## src/rtl/quire_to_posit_4_0_if.sv

```systemverilog
// Streaming rts/rtr/sow/eow bundle between the quire accumulator, the
// quire-to-posit<4,0> converter and its downstream consumer.
interface quire_to_posit_4_0_if;
    logic        rtr_o;
    logic        rts_i;
    logic        sow_i;
    logic        eow_i;
    logic [19:0] data_i;
    logic        sign_i;
    logic        zero_i;
    logic        NaR_i;
    logic        rtr_i;
    logic        rts_o;
    logic        sow_o;
    logic        eow_o;
    logic [3:0]  posit_o;
    logic        sign_o;
    logic        zero_o;
    logic        NaR_o;
    logic        inexact_o;

    modport slave (
        input  rts_i, sow_i, eow_i, data_i, sign_i, zero_i, NaR_i, rtr_i,
        output rtr_o, rts_o, sow_o, eow_o, posit_o, sign_o, zero_o, NaR_o, inexact_o
    );

    modport master (
        output rts_i, sow_i, eow_i, data_i, sign_i, zero_i, NaR_i, rtr_i,
        input  rtr_o, rts_o, sow_o, eow_o, posit_o, sign_o, zero_o, NaR_o, inexact_o
    );
endinterface

```

## src/rtl/quire_to_posit_4_0.sv

```systemverilog
// Quire (20-bit, 2^-4 LSB) to posit<4,0> converter: RNE, no underflow to zero,
// saturation to maxpos; capture/round/encode stages plus output register and skid.
module quire_to_posit_4_0 #(
    parameter bit EOW_ONLY = 1'b1
) (
    input  logic                 clk,
    input  logic                 rst,
    quire_to_posit_4_0_if.slave  bus
);

    // Returns {inexact, mag3}; ranges already fold the round-to-nearest-even ties.
    function automatic logic [3:0] round_mag(input logic [19:0] m);
        logic [2:0] mag;
        logic       inx;
        if (m <= 20'd5)       mag = 3'd1;
        else if (m <= 20'd10) mag = 3'd2;
        else if (m <= 20'd13) mag = 3'd3;
        else if (m <= 20'd20) mag = 3'd4;
        else if (m <= 20'd27) mag = 3'd5;
        else if (m <= 20'd48) mag = 3'd6;
        else                  mag = 3'd7;
        case (m)
            20'd4, 20'd8, 20'd12, 20'd16, 20'd24, 20'd32, 20'd64: inx = 1'b0;
            default:                                               inx = 1'b1;
        endcase
        return {inx, mag};
    endfunction

    function automatic logic [3:0] encode(input logic s, input logic [2:0] mag);
        logic [3:0] p;
        p = {1'b0, mag};
        return s ? (~p + 4'd1) : p;
    endfunction

    logic        rtr_r, rts_r;
    logic        skid_v_r, skid_sow_r, skid_eow_r, skid_nar_r, skid_zero_r;
    logic [19:0] skid_data_r;
    logic        s1_v_r, s1_sow_r, s1_eow_r, s1_nar_r, s1_zero_r, s1_s_r;
    logic [19:0] s1_m_r;
    logic        s2_v_r, s2_sow_r, s2_eow_r, s2_nar_r, s2_zero_r, s2_s_r, s2_inexact_r;
    logic [2:0]  s2_mag_r;
    logic        s3_v_r, s3_sow_r, s3_eow_r, s3_inexact_r;
    logic [3:0]  s3_posit_r;
    logic        sow_r, eow_r, sign_r, zero_r, nar_r, inexact_r;
    logic [3:0]  posit_r;

    logic        accept_s, process_en_s, skid_next_s;
    logic        src_v_s, src_sow_s, src_eow_s, src_nar_s, src_zero_s, s1_v_s;
    logic [19:0] src_data_s, src_m_s;
    logic [3:0]  rnd_s, enc_posit_s;
    logic        enc_inexact_s;
    logic        unused_sign_s;

    assign unused_sign_s = bus.sign_i;

    // Source select (skid first), magnitude, rounding and encode datapath.
    always_comb begin
        accept_s     = bus.rts_i & rtr_r;
        process_en_s = bus.rtr_i | ~rts_r;
        skid_next_s  = process_en_s ? 1'b0 : (skid_v_r | accept_s);
        if (skid_v_r) begin
            src_v_s    = 1'b1;
            src_sow_s  = skid_sow_r;
            src_eow_s  = skid_eow_r;
            src_nar_s  = skid_nar_r;
            src_zero_s = skid_zero_r;
            src_data_s = skid_data_r;
        end else begin
            src_v_s    = accept_s;
            src_sow_s  = bus.sow_i;
            src_eow_s  = bus.eow_i;
            src_nar_s  = bus.NaR_i;
            src_zero_s = bus.zero_i;
            src_data_s = bus.data_i;
        end
        src_m_s = src_data_s[19] ? (~src_data_s + 20'd1) : src_data_s;
        s1_v_s  = src_v_s & ((EOW_ONLY == 1'b0) | src_eow_s);
        rnd_s   = round_mag(s1_m_r);
        if (s2_nar_r) begin
            enc_posit_s   = 4'b1000;
            enc_inexact_s = 1'b0;
        end else if (s2_zero_r) begin
            enc_posit_s   = 4'b0000;
            enc_inexact_s = 1'b0;
        end else begin
            enc_posit_s   = encode(s2_s_r, s2_mag_r);
            enc_inexact_s = s2_inexact_r;
        end
    end

    // Skid entry, pipeline stages and output registers; everything advances on process_en.
    always_ff @(posedge clk) begin
        if (rst) begin
            rtr_r <= 1'b0; rts_r <= 1'b0;
            skid_v_r <= 1'b0; skid_sow_r <= 1'b0; skid_eow_r <= 1'b0;
            skid_nar_r <= 1'b0; skid_zero_r <= 1'b0; skid_data_r <= 20'd0;
            s1_v_r <= 1'b0; s1_sow_r <= 1'b0; s1_eow_r <= 1'b0; s1_nar_r <= 1'b0;
            s1_zero_r <= 1'b0; s1_s_r <= 1'b0; s1_m_r <= 20'd0;
            s2_v_r <= 1'b0; s2_sow_r <= 1'b0; s2_eow_r <= 1'b0; s2_nar_r <= 1'b0;
            s2_zero_r <= 1'b0; s2_s_r <= 1'b0; s2_inexact_r <= 1'b0; s2_mag_r <= 3'd0;
            s3_v_r <= 1'b0; s3_sow_r <= 1'b0; s3_eow_r <= 1'b0;
            s3_inexact_r <= 1'b0; s3_posit_r <= 4'd0;
            sow_r <= 1'b0; eow_r <= 1'b0; sign_r <= 1'b0; zero_r <= 1'b0;
            nar_r <= 1'b0; inexact_r <= 1'b0; posit_r <= 4'd0;
        end else begin
            rtr_r <= process_en_s & ~skid_next_s;
            if (process_en_s) begin
                skid_v_r     <= 1'b0;
                s1_v_r       <= s1_v_s;
                s1_sow_r     <= src_sow_s;
                s1_eow_r     <= src_eow_s;
                s1_nar_r     <= src_nar_s;
                s1_zero_r    <= src_zero_s;
                s1_s_r       <= src_data_s[19];
                s1_m_r       <= src_m_s;
                s2_v_r       <= s1_v_r;
                s2_sow_r     <= s1_sow_r;
                s2_eow_r     <= s1_eow_r;
                s2_nar_r     <= s1_nar_r;
                s2_zero_r    <= s1_zero_r | (s1_m_r == 20'd0);
                s2_s_r       <= s1_s_r;
                s2_inexact_r <= rnd_s[3];
                s2_mag_r     <= rnd_s[2:0];
                s3_v_r       <= s2_v_r;
                s3_sow_r     <= s2_sow_r;
                s3_eow_r     <= s2_eow_r;
                s3_inexact_r <= enc_inexact_s;
                s3_posit_r   <= enc_posit_s;
                rts_r        <= s3_v_r;
                sow_r        <= s3_sow_r;
                eow_r        <= s3_eow_r;
                posit_r      <= s3_posit_r;
                sign_r       <= s3_posit_r[3] & (s3_posit_r != 4'b1000);
                zero_r       <= (s3_posit_r == 4'b0000);
                nar_r        <= (s3_posit_r == 4'b1000);
                inexact_r    <= s3_inexact_r;
            end else if (accept_s) begin
                skid_v_r    <= 1'b1;
                skid_sow_r  <= bus.sow_i;
                skid_eow_r  <= bus.eow_i;
                skid_nar_r  <= bus.NaR_i;
                skid_zero_r <= bus.zero_i;
                skid_data_r <= bus.data_i;
            end else begin
                skid_v_r <= skid_v_r;
            end
        end
    end

    assign bus.rtr_o     = rtr_r;
    assign bus.rts_o     = rts_r;
    assign bus.sow_o     = sow_r;
    assign bus.eow_o     = eow_r;
    assign bus.posit_o   = posit_r;
    assign bus.sign_o    = sign_r;
    assign bus.zero_o    = zero_r;
    assign bus.NaR_o     = nar_r;
    assign bus.inexact_o = inexact_r;

endmodule
```

## src/flat_wrapper.sv

```systemverilog
// flat-port wrapper written by rule: the top's interface ports become plain ports
module quire_to_posit_4_0_flat 
#(
    parameter bit EOW_ONLY = 1'b1
)
  (clk, rst, bus_rts_i, bus_sow_i, bus_eow_i, bus_data_i, bus_sign_i, bus_zero_i, bus_NaR_i, bus_rtr_i, bus_rtr_o, bus_rts_o, bus_sow_o, bus_eow_o, bus_posit_o, bus_sign_o, bus_zero_o, bus_NaR_o, bus_inexact_o);
  quire_to_posit_4_0_if bus_i ();
  input  logic clk;
  input  logic rst;
  input wire logic [$bits(bus_i.rts_i)-1:0] bus_rts_i;
  input wire logic [$bits(bus_i.sow_i)-1:0] bus_sow_i;
  input wire logic [$bits(bus_i.eow_i)-1:0] bus_eow_i;
  input wire logic [$bits(bus_i.data_i)-1:0] bus_data_i;
  input wire logic [$bits(bus_i.sign_i)-1:0] bus_sign_i;
  input wire logic [$bits(bus_i.zero_i)-1:0] bus_zero_i;
  input wire logic [$bits(bus_i.NaR_i)-1:0] bus_NaR_i;
  input wire logic [$bits(bus_i.rtr_i)-1:0] bus_rtr_i;
  output wire logic [$bits(bus_i.rtr_o)-1:0] bus_rtr_o;
  output wire logic [$bits(bus_i.rts_o)-1:0] bus_rts_o;
  output wire logic [$bits(bus_i.sow_o)-1:0] bus_sow_o;
  output wire logic [$bits(bus_i.eow_o)-1:0] bus_eow_o;
  output wire logic [$bits(bus_i.posit_o)-1:0] bus_posit_o;
  output wire logic [$bits(bus_i.sign_o)-1:0] bus_sign_o;
  output wire logic [$bits(bus_i.zero_o)-1:0] bus_zero_o;
  output wire logic [$bits(bus_i.NaR_o)-1:0] bus_NaR_o;
  output wire logic [$bits(bus_i.inexact_o)-1:0] bus_inexact_o;
  assign bus_i.rts_i = bus_rts_i;
  assign bus_i.sow_i = bus_sow_i;
  assign bus_i.eow_i = bus_eow_i;
  assign bus_i.data_i = bus_data_i;
  assign bus_i.sign_i = bus_sign_i;
  assign bus_i.zero_i = bus_zero_i;
  assign bus_i.NaR_i = bus_NaR_i;
  assign bus_i.rtr_i = bus_rtr_i;
  assign bus_rtr_o = bus_i.rtr_o;
  assign bus_rts_o = bus_i.rts_o;
  assign bus_sow_o = bus_i.sow_o;
  assign bus_eow_o = bus_i.eow_o;
  assign bus_posit_o = bus_i.posit_o;
  assign bus_sign_o = bus_i.sign_o;
  assign bus_zero_o = bus_i.zero_o;
  assign bus_NaR_o = bus_i.NaR_o;
  assign bus_inexact_o = bus_i.inexact_o;
  quire_to_posit_4_0 #(.EOW_ONLY(EOW_ONLY)) u_core (.clk(clk), .rst(rst), .bus(bus_i));
endmodule
```

## config.mk

```make
export PLATFORM = sky130hd
export DESIGN_NAME = quire_to_posit_4_0_flat
export DESIGN_NICKNAME = d
export VERILOG_FILES = /design/src/rtl/quire_to_posit_4_0_if.sv /design/src/rtl/quire_to_posit_4_0.sv /design/src/flat_wrapper.sv
export SDC_FILE = /design/constraint.sdc
export NUM_CORES = 1
export LEC_CHECK = 0
export CAP_MARGIN = 30
export CORE_MARGIN = 2
export CORE_UTILIZATION = 30
export DETAILED_ROUTE_END_ITERATION = 16
export SETUP_SLACK_MARGIN = 0.1
export SLEW_MARGIN = 20
export SYNTH_ARGS = -nofsm -noshare
export SYNTH_HDL_FRONTEND = slang
export SYNTH_SLANG_ARGS = --single-unit
```

## constraint.sdc

```tcl
create_clock -name clk -period 2.4 [get_ports clk]
set_input_delay 0.72 -clock clk [delete_from_list [all_inputs] [get_ports clk]]
set_output_delay 0.72 -clock clk [all_outputs]
set_load 0.005 [all_outputs]
```

; Yosys cells after proc, flatten, opt, wreduce, memory -nomap -nowiden
; Cells that the tools add are included.
; W data, S select, Z words.
[word_totals]
elab_cells = 89
ff_bits = 81
out_inout_bits = 12
in_bits = 29
[op_classes]
muxes = 20
order_cmp = 6
add_sub_neg = 2
eq_ne = 9
bitwise_logic = 12
reduce_logical = 5
[ops]
columns = cell, count
row1 = $eq A20 B4 Y1 const B, 2
row2 = $eq A20 B5 Y1 const B, 2
row3 = $le A20 B4 Y1 const B, 2
row4 = $le A20 B5 Y1 const B, 2
row5 = $mux W20, 2
row6 = $add A20 B1 Y20 const B, 1
row7 = $eq A20 B3 Y1 const B, 1
row8 = $eq A20 B6 Y1 const B, 1
row9 = $eq A20 B7 Y1 const B, 1
row10 = $le A20 B3 Y1 const B, 1
row11 = $le A20 B6 Y1 const B, 1
row12 = $logic_not A20 Y1, 1
row13 = $not A20 Y20, 1
row14 = $mux W3, 5
row15 = $mux W4, 3
row16 = $mux W1, 10
row17 = $reduce_or A7 Y1, 1
row18 = $add A4 B1 Y4 const B, 1
row19 = $and A1 B1 Y1, 4
row20 = $eq A4 B4 Y1 const B, 1
row21 = $logic_not A4 Y1, 1
row22 = $ne A4 B4 Y1 const B, 1
row23 = $not A3 Y4, 1
row24 = $not A1 Y1, 3
row25 = 3 further kinds, 5

; Longest topological paths before layout
; Gate-level depths: netlist (run 1).
[logic_depth]
word_depth = 7
depth_mapped = 10
ltp_nobuf = 7

; Worst setup path before layout (run 1)
; OpenSTA, ideal clock, no wires.
[synth_path]
path_kind = flip-flop to flip-flop
startpoint = register u_core.skid_v_r
endpoint = register u_core.s1_m_r[18]
stages_incl_launch_ff = 11
arrival_ns = 2.321
setup_slack_ns = -0.043
setup_ns = 0.123
synth_period_minus_slack_ns = 2.443
t_required_ns = 2.277
cell_sequence = dfxtp_1 -> buf_6 -> buf_4 -> buf_2 -> mux2i_1 -> ha_1 -> nor4b_1 -> a32oi_1 -> o41ai_2 -> xnor2_1 -> o21ai_2
[synth_between]
elab_chain_cells = 4
[synth_lines]
columns = item, line_no
row1 = "start, declared", quire_to_posit_4_0.sv:36  ; logic skid_v_r, skid_sow_r, skid_eow_r, skid_nar_r, skid_zero_r;
row2 = "start signal, assigned", quire_to_posit_4_0.sv:145  ; skid_v_r <= skid_v_r;
row3 = $mux W20 *, quire_to_posit_4_0.sv:61  ; if (skid_v_r) begin
row4 = $not A20 Y20, quire_to_posit_4_0.sv:76  ; src_m_s = src_data_s[19] ? (~src_data_s + 20'd1) : src_data_s;
row5 = $add A20 B1 Y20, quire_to_posit_4_0.sv:76
row6 = $mux W20 *, quire_to_posit_4_0.sv:76
row7 = "end signal, assigned", quire_to_posit_4_0.sv:115  ; s1_m_r <= src_m_s;
row8 = "end, declared", quire_to_posit_4_0.sv:39  ; logic [19:0] s1_m_r;
; Mark *: on every way between the ends. The rest lies on a longest branch, timed or not.
; A chain may end at the register's enable or synchronous reset.

; Worst setup path after layout (run 1)
[layout_path]
startpoint = input bus_data_i[6]
endpoint = register u_core.s1_m_r[15]
[layout_between]
elab_chain_cells = 4
[layout_lines]
columns = item, line_no
row1 = "start, declared", flat_wrapper.sv:13  ; input wire logic [$bits(bus_i.data_i)-1:0] bus_data_i;
row2 = $mux W20, quire_to_posit_4_0.sv:61
row3 = $not A20 Y20, quire_to_posit_4_0.sv:76
row4 = $add A20 B1 Y20, quire_to_posit_4_0.sv:76
row5 = $mux W20, quire_to_posit_4_0.sv:76
; No other way between the ends.

==> flow_metrics.env, run 1 <==
export IMPL_status="completed"
export IMPL_cpPeakStageDelay_ps=460
export IMPL_diodes=0
export IMPL_wire_per_inst_um=12.9
export IMPL_critPathCaptureType="register"
export IMPL_clk_insertion_delay_late_ps=330
export IMPL_yosysTopAreaCell="dfxtp_1"
export IMPL_max_vdd_ir_drop_mv=0.455
export IMPL_grt_total_usage_pct=13.5
export IMPL_synth_edf_count=0
export IMPL_clockRootBuffer="clkbuf_16"
export IMPL_dieArea_sq_um=13500
export IMPL_die_width_um=116
export IMPL_cts_sinks=81
export IMPL_layout_drive_gt1_share_pct=15.5
export IMPL_multi_input_area_sq_um=2090
export IMPL_htree_levels=3
export IMPL_vias=3358
export IMPL_fin_worst_skew_ps=5.66
export IMPL_arrival_ps=2430
export IMPL_path_clk_slew_ps=60
export IMPL_fin_crit_sh_pct=92.9
export IMPL_antenna_found_initial=0
export IMPL_ant_nets=0
export IMPL_period_minus_slack_ps=2230
export IMPL_worst_slew_pin_slew_ps=690
export IMPL_syn_area_sq_um=3780
export IMPL_synth_xor_area_share_pct=3.47
export IMPL_dr_first_iter_drc_count=205
export IMPL_p_leak_nw=1.72
export IMPL_ios=41
export IMPL_ys_warn_count=0
export IMPL_chipHeight_um=116
export IMPL_synth_area_mux_share_pct=7.84
export IMPL_first_pass_iters=4
export IMPL_cp_start_kind="primary input"
export IMPL_yosys_area_share_simple_pct=21.0
export IMPL_routed_wirelength_um=8800
export IMPL_timing_slew_headroom_pct=52.7
export IMPL_ys_flop_type="dfxtp_1"
export IMPL_synth_top_family_by_area="simple AND/OR/NAND/NOR gates"
export IMPL_portBuffers=39
export IMPL_avgSynthCellArea_sq_um=8.54
export IMPL_fmax_mhz=448
export IMPL_p_per_area_nw_per_um2=627
export IMPL_fillers=1232
export IMPL_grt_overflow_total=0
export IMPL_finalHoldViolations=0
export IMPL_seqCellArea_sq_um=1620
export IMPL_fin_cells=682
export IMPL_setup_viol=0
export IMPL_cts_hold_buf=0
export IMPL_first_global_vias=3019
export IMPL_viasPerCell=4.92
export IMPL_synth_nets=474
export IMPL_rsz0062_at_grt="no"
export IMPL_grt_pass1_wl_um=14600
export IMPL_cts_buffer_depth=2
export IMPL_post_route_drc_count=0
export IMPL_path_cells="clkdlybuf4s50_1, nor4_4, a22oi_2, nor4b_2, mux2i_1, o311ai_0"
export IMPL_setup_tns_ps=0
export IMPL_worst_path_max_delay_cell="clkdlybuf4s50_1"
export IMPL_synth_area_leaders="dfxtp_1 (43%), nand2_1 (8.4%), mux2i_1 (6.4%)"
export IMPL_cts_made_buffers=9
export IMPL_yosys_area_top_type_share_pct=42.9
export IMPL_synth_compound_area_share_pct=20.0
export IMPL_gp_congestion=0.873
export IMPL_worst_ep_required_time_ps=2600
export IMPL_worstPathMaxFanout=2
export IMPL_grt_max_degree=49
export IMPL_place_hpwl_um=6470
export IMPL_core_rowCount=41
export IMPL_cts_tree="yes"
export IMPL_placed_cells=663
export IMPL_cap_violations=0
export IMPL_initial_core_util_pct=30.3
export IMPL_synth_cell_types=46
export IMPL_path_class="in -> reg"
export IMPL_syn_inst=443
export IMPL_ys_seq_area_share_pct=42.9
export IMPL_synth_fa_ha_area_share_pct=0.662
export IMPL_core_area_sq_um=12500
export IMPL_drv_slew=0
export IMPL_area_delta_synth_final_pct=31.9
export IMPL_fin_nets=536
export IMPL_worstHoldPathType="reg -> reg"
export IMPL_async_flop_share_pct=0
export IMPL_ys_seq_elements=81
[critical path: cells and delay by family]
family / cells / cell delay [ps]
buffers and inverters: 1 / 460
and+or+nand+nor: 2 / 740
muxes: 1 / 220
AOI/OAI and AO/OA: 2 / 290
[layout make-up]
type / instances / area share (%)
sequential: 81 / 32.5
clock buffer: 10 / 4.59
tap: 172 / 4.32
clock inverter: 6 / 1.33
multi-input combinational: 329 / 41.9
timing repair buffer: 80 / 15.0
inverter: 4 / 0.301
[registers in the layout, summed over array words and instances (netlist names), 3 cells and up]
signal              count
u_core.s3_posit_r       4
u_core.skid_data_r     20
u_core.s2_mag_r         3
u_core.s1_m_r          20
u_core.bus.posit_o      4
[report_power, final]
group	leakage (nW)	switching [W]	internal (W)
registers	0.665	0.0000490	0.00140
logic	0.925	0.000146	0.000177
clock network	0.135	0.000549	0.000807
total	1.72	0.000743	0.00239
[final timing paths]
check,start,endpoint,slack [ps],depth (start not counted)
worst max-delay path,bus_data_i[6],u_core.s1_m_r[15],170,6
worst min-delay path,u_core.bus.posit_o[3],u_core.bus.posit_o[3],440,2
worst max register to register,u_core.skid_v_r,u_core.s1_m_r[15],290,6
worst min register to register,u_core.bus.posit_o[3],u_core.bus.posit_o[3],440,2
[cell usage after synthesis, types with 5 or more instances]
| cell type | n |
|---|---|
| xnor2_1 | 10 |
| a21oi_1 | 41 |
| nand2_1 | 85 |
| nor2b_1 | 5 |
| mux2_2 | 5 |
| o31ai_1 | 5 |
| nor3_1 | 18 |
| nor2_1 | 18 |
| buf_2 | 5 |
| mux2i_1 | 24 |
| o21ai_0 | 28 |
| clkbuf_1 | 20 |
| dfxtp_1 | 81 |
| nand3_1 | 8 |
| a22o_1 | 19 |
| xor2_1 | 5 |
| nor4_1 | 10 |
[cells by family after synthesis]
logic type                 Yosys count
xor gates and xnor gates            15
AOI/OAI and AO/OA                  118
muxes                               29
buffers and inverters               33
DFF                                 81
adders and majority gates            2
and+or+nand+nor                    165
[placed cells by master (no fill, tap or decap), types with 3 or more instances in the layout]
cell and n:
nand2_1 85, dlymetal6s2s_1 4, nor2b_1 5, o21ai_1 4
nor2_1 17, a32o_1 4, clkinvlp_4 3, nor3b_1 3
nand3_1 8, or3_1 3, xnor2_1 10, clkdlybuf4s50_1 35
mux2i_1 24, clkbuf_16 9, nor4_1 8, a21oi_1 41
o31ai_1 5, inv_1 4, nand2b_1 4, buf_4 37
dfxtp_1 80, nor3_1 15, xor2_1 5, buf_12 3
nor3_2 3, o21ai_0 28, a22o_1 19, mux2_2 5
[routing by layer]
layer / vias up / share of wire [%] / track usage (%)
met1: 1557 / 46 / 16.6
met4: 0 / 1.9 / 4.60
met3: 15 / 4.5 / 4.10
met2: 65 / 48 / 22.4
met5: - / 0 / 0
li1: 1721 / - / -
[per-stage QoR]
stage / instance area (sq um) / worst slack, ps / utilization [%] / power (W) / hold WS (ps)
after floorplan: 3800 / 147 / - / 0.00163 / 425
after global placement: 4590 / -464 / 36.8 / 0.00178 / 433
after detailed placement: 4590 / -473 / 36.8 / 0.00179 / 435
after CTS: 4920 / 111 / 39.5 / 0.00316 / 445
after global routing: 4990 / 118 / 40.0 / 0.00327 / 457
final: 4990 / 170 / 40.0 / 0.00313 / 441
[repair_timing]
action	in CTS	in global routing
setup buffers	2	1
pin swaps	5	7
endpoints found under the setup margin	6	10
gates resized for setup	3	12
No activity file was read; power rests on OpenSTA's default activity.
==> run 2: changes to the inputs <==
CTS_CLUSTER_SIZE = 8   (was unset)
==> results of run 2 <==
Final layout, timing and power as in run 1 (identical DEF).
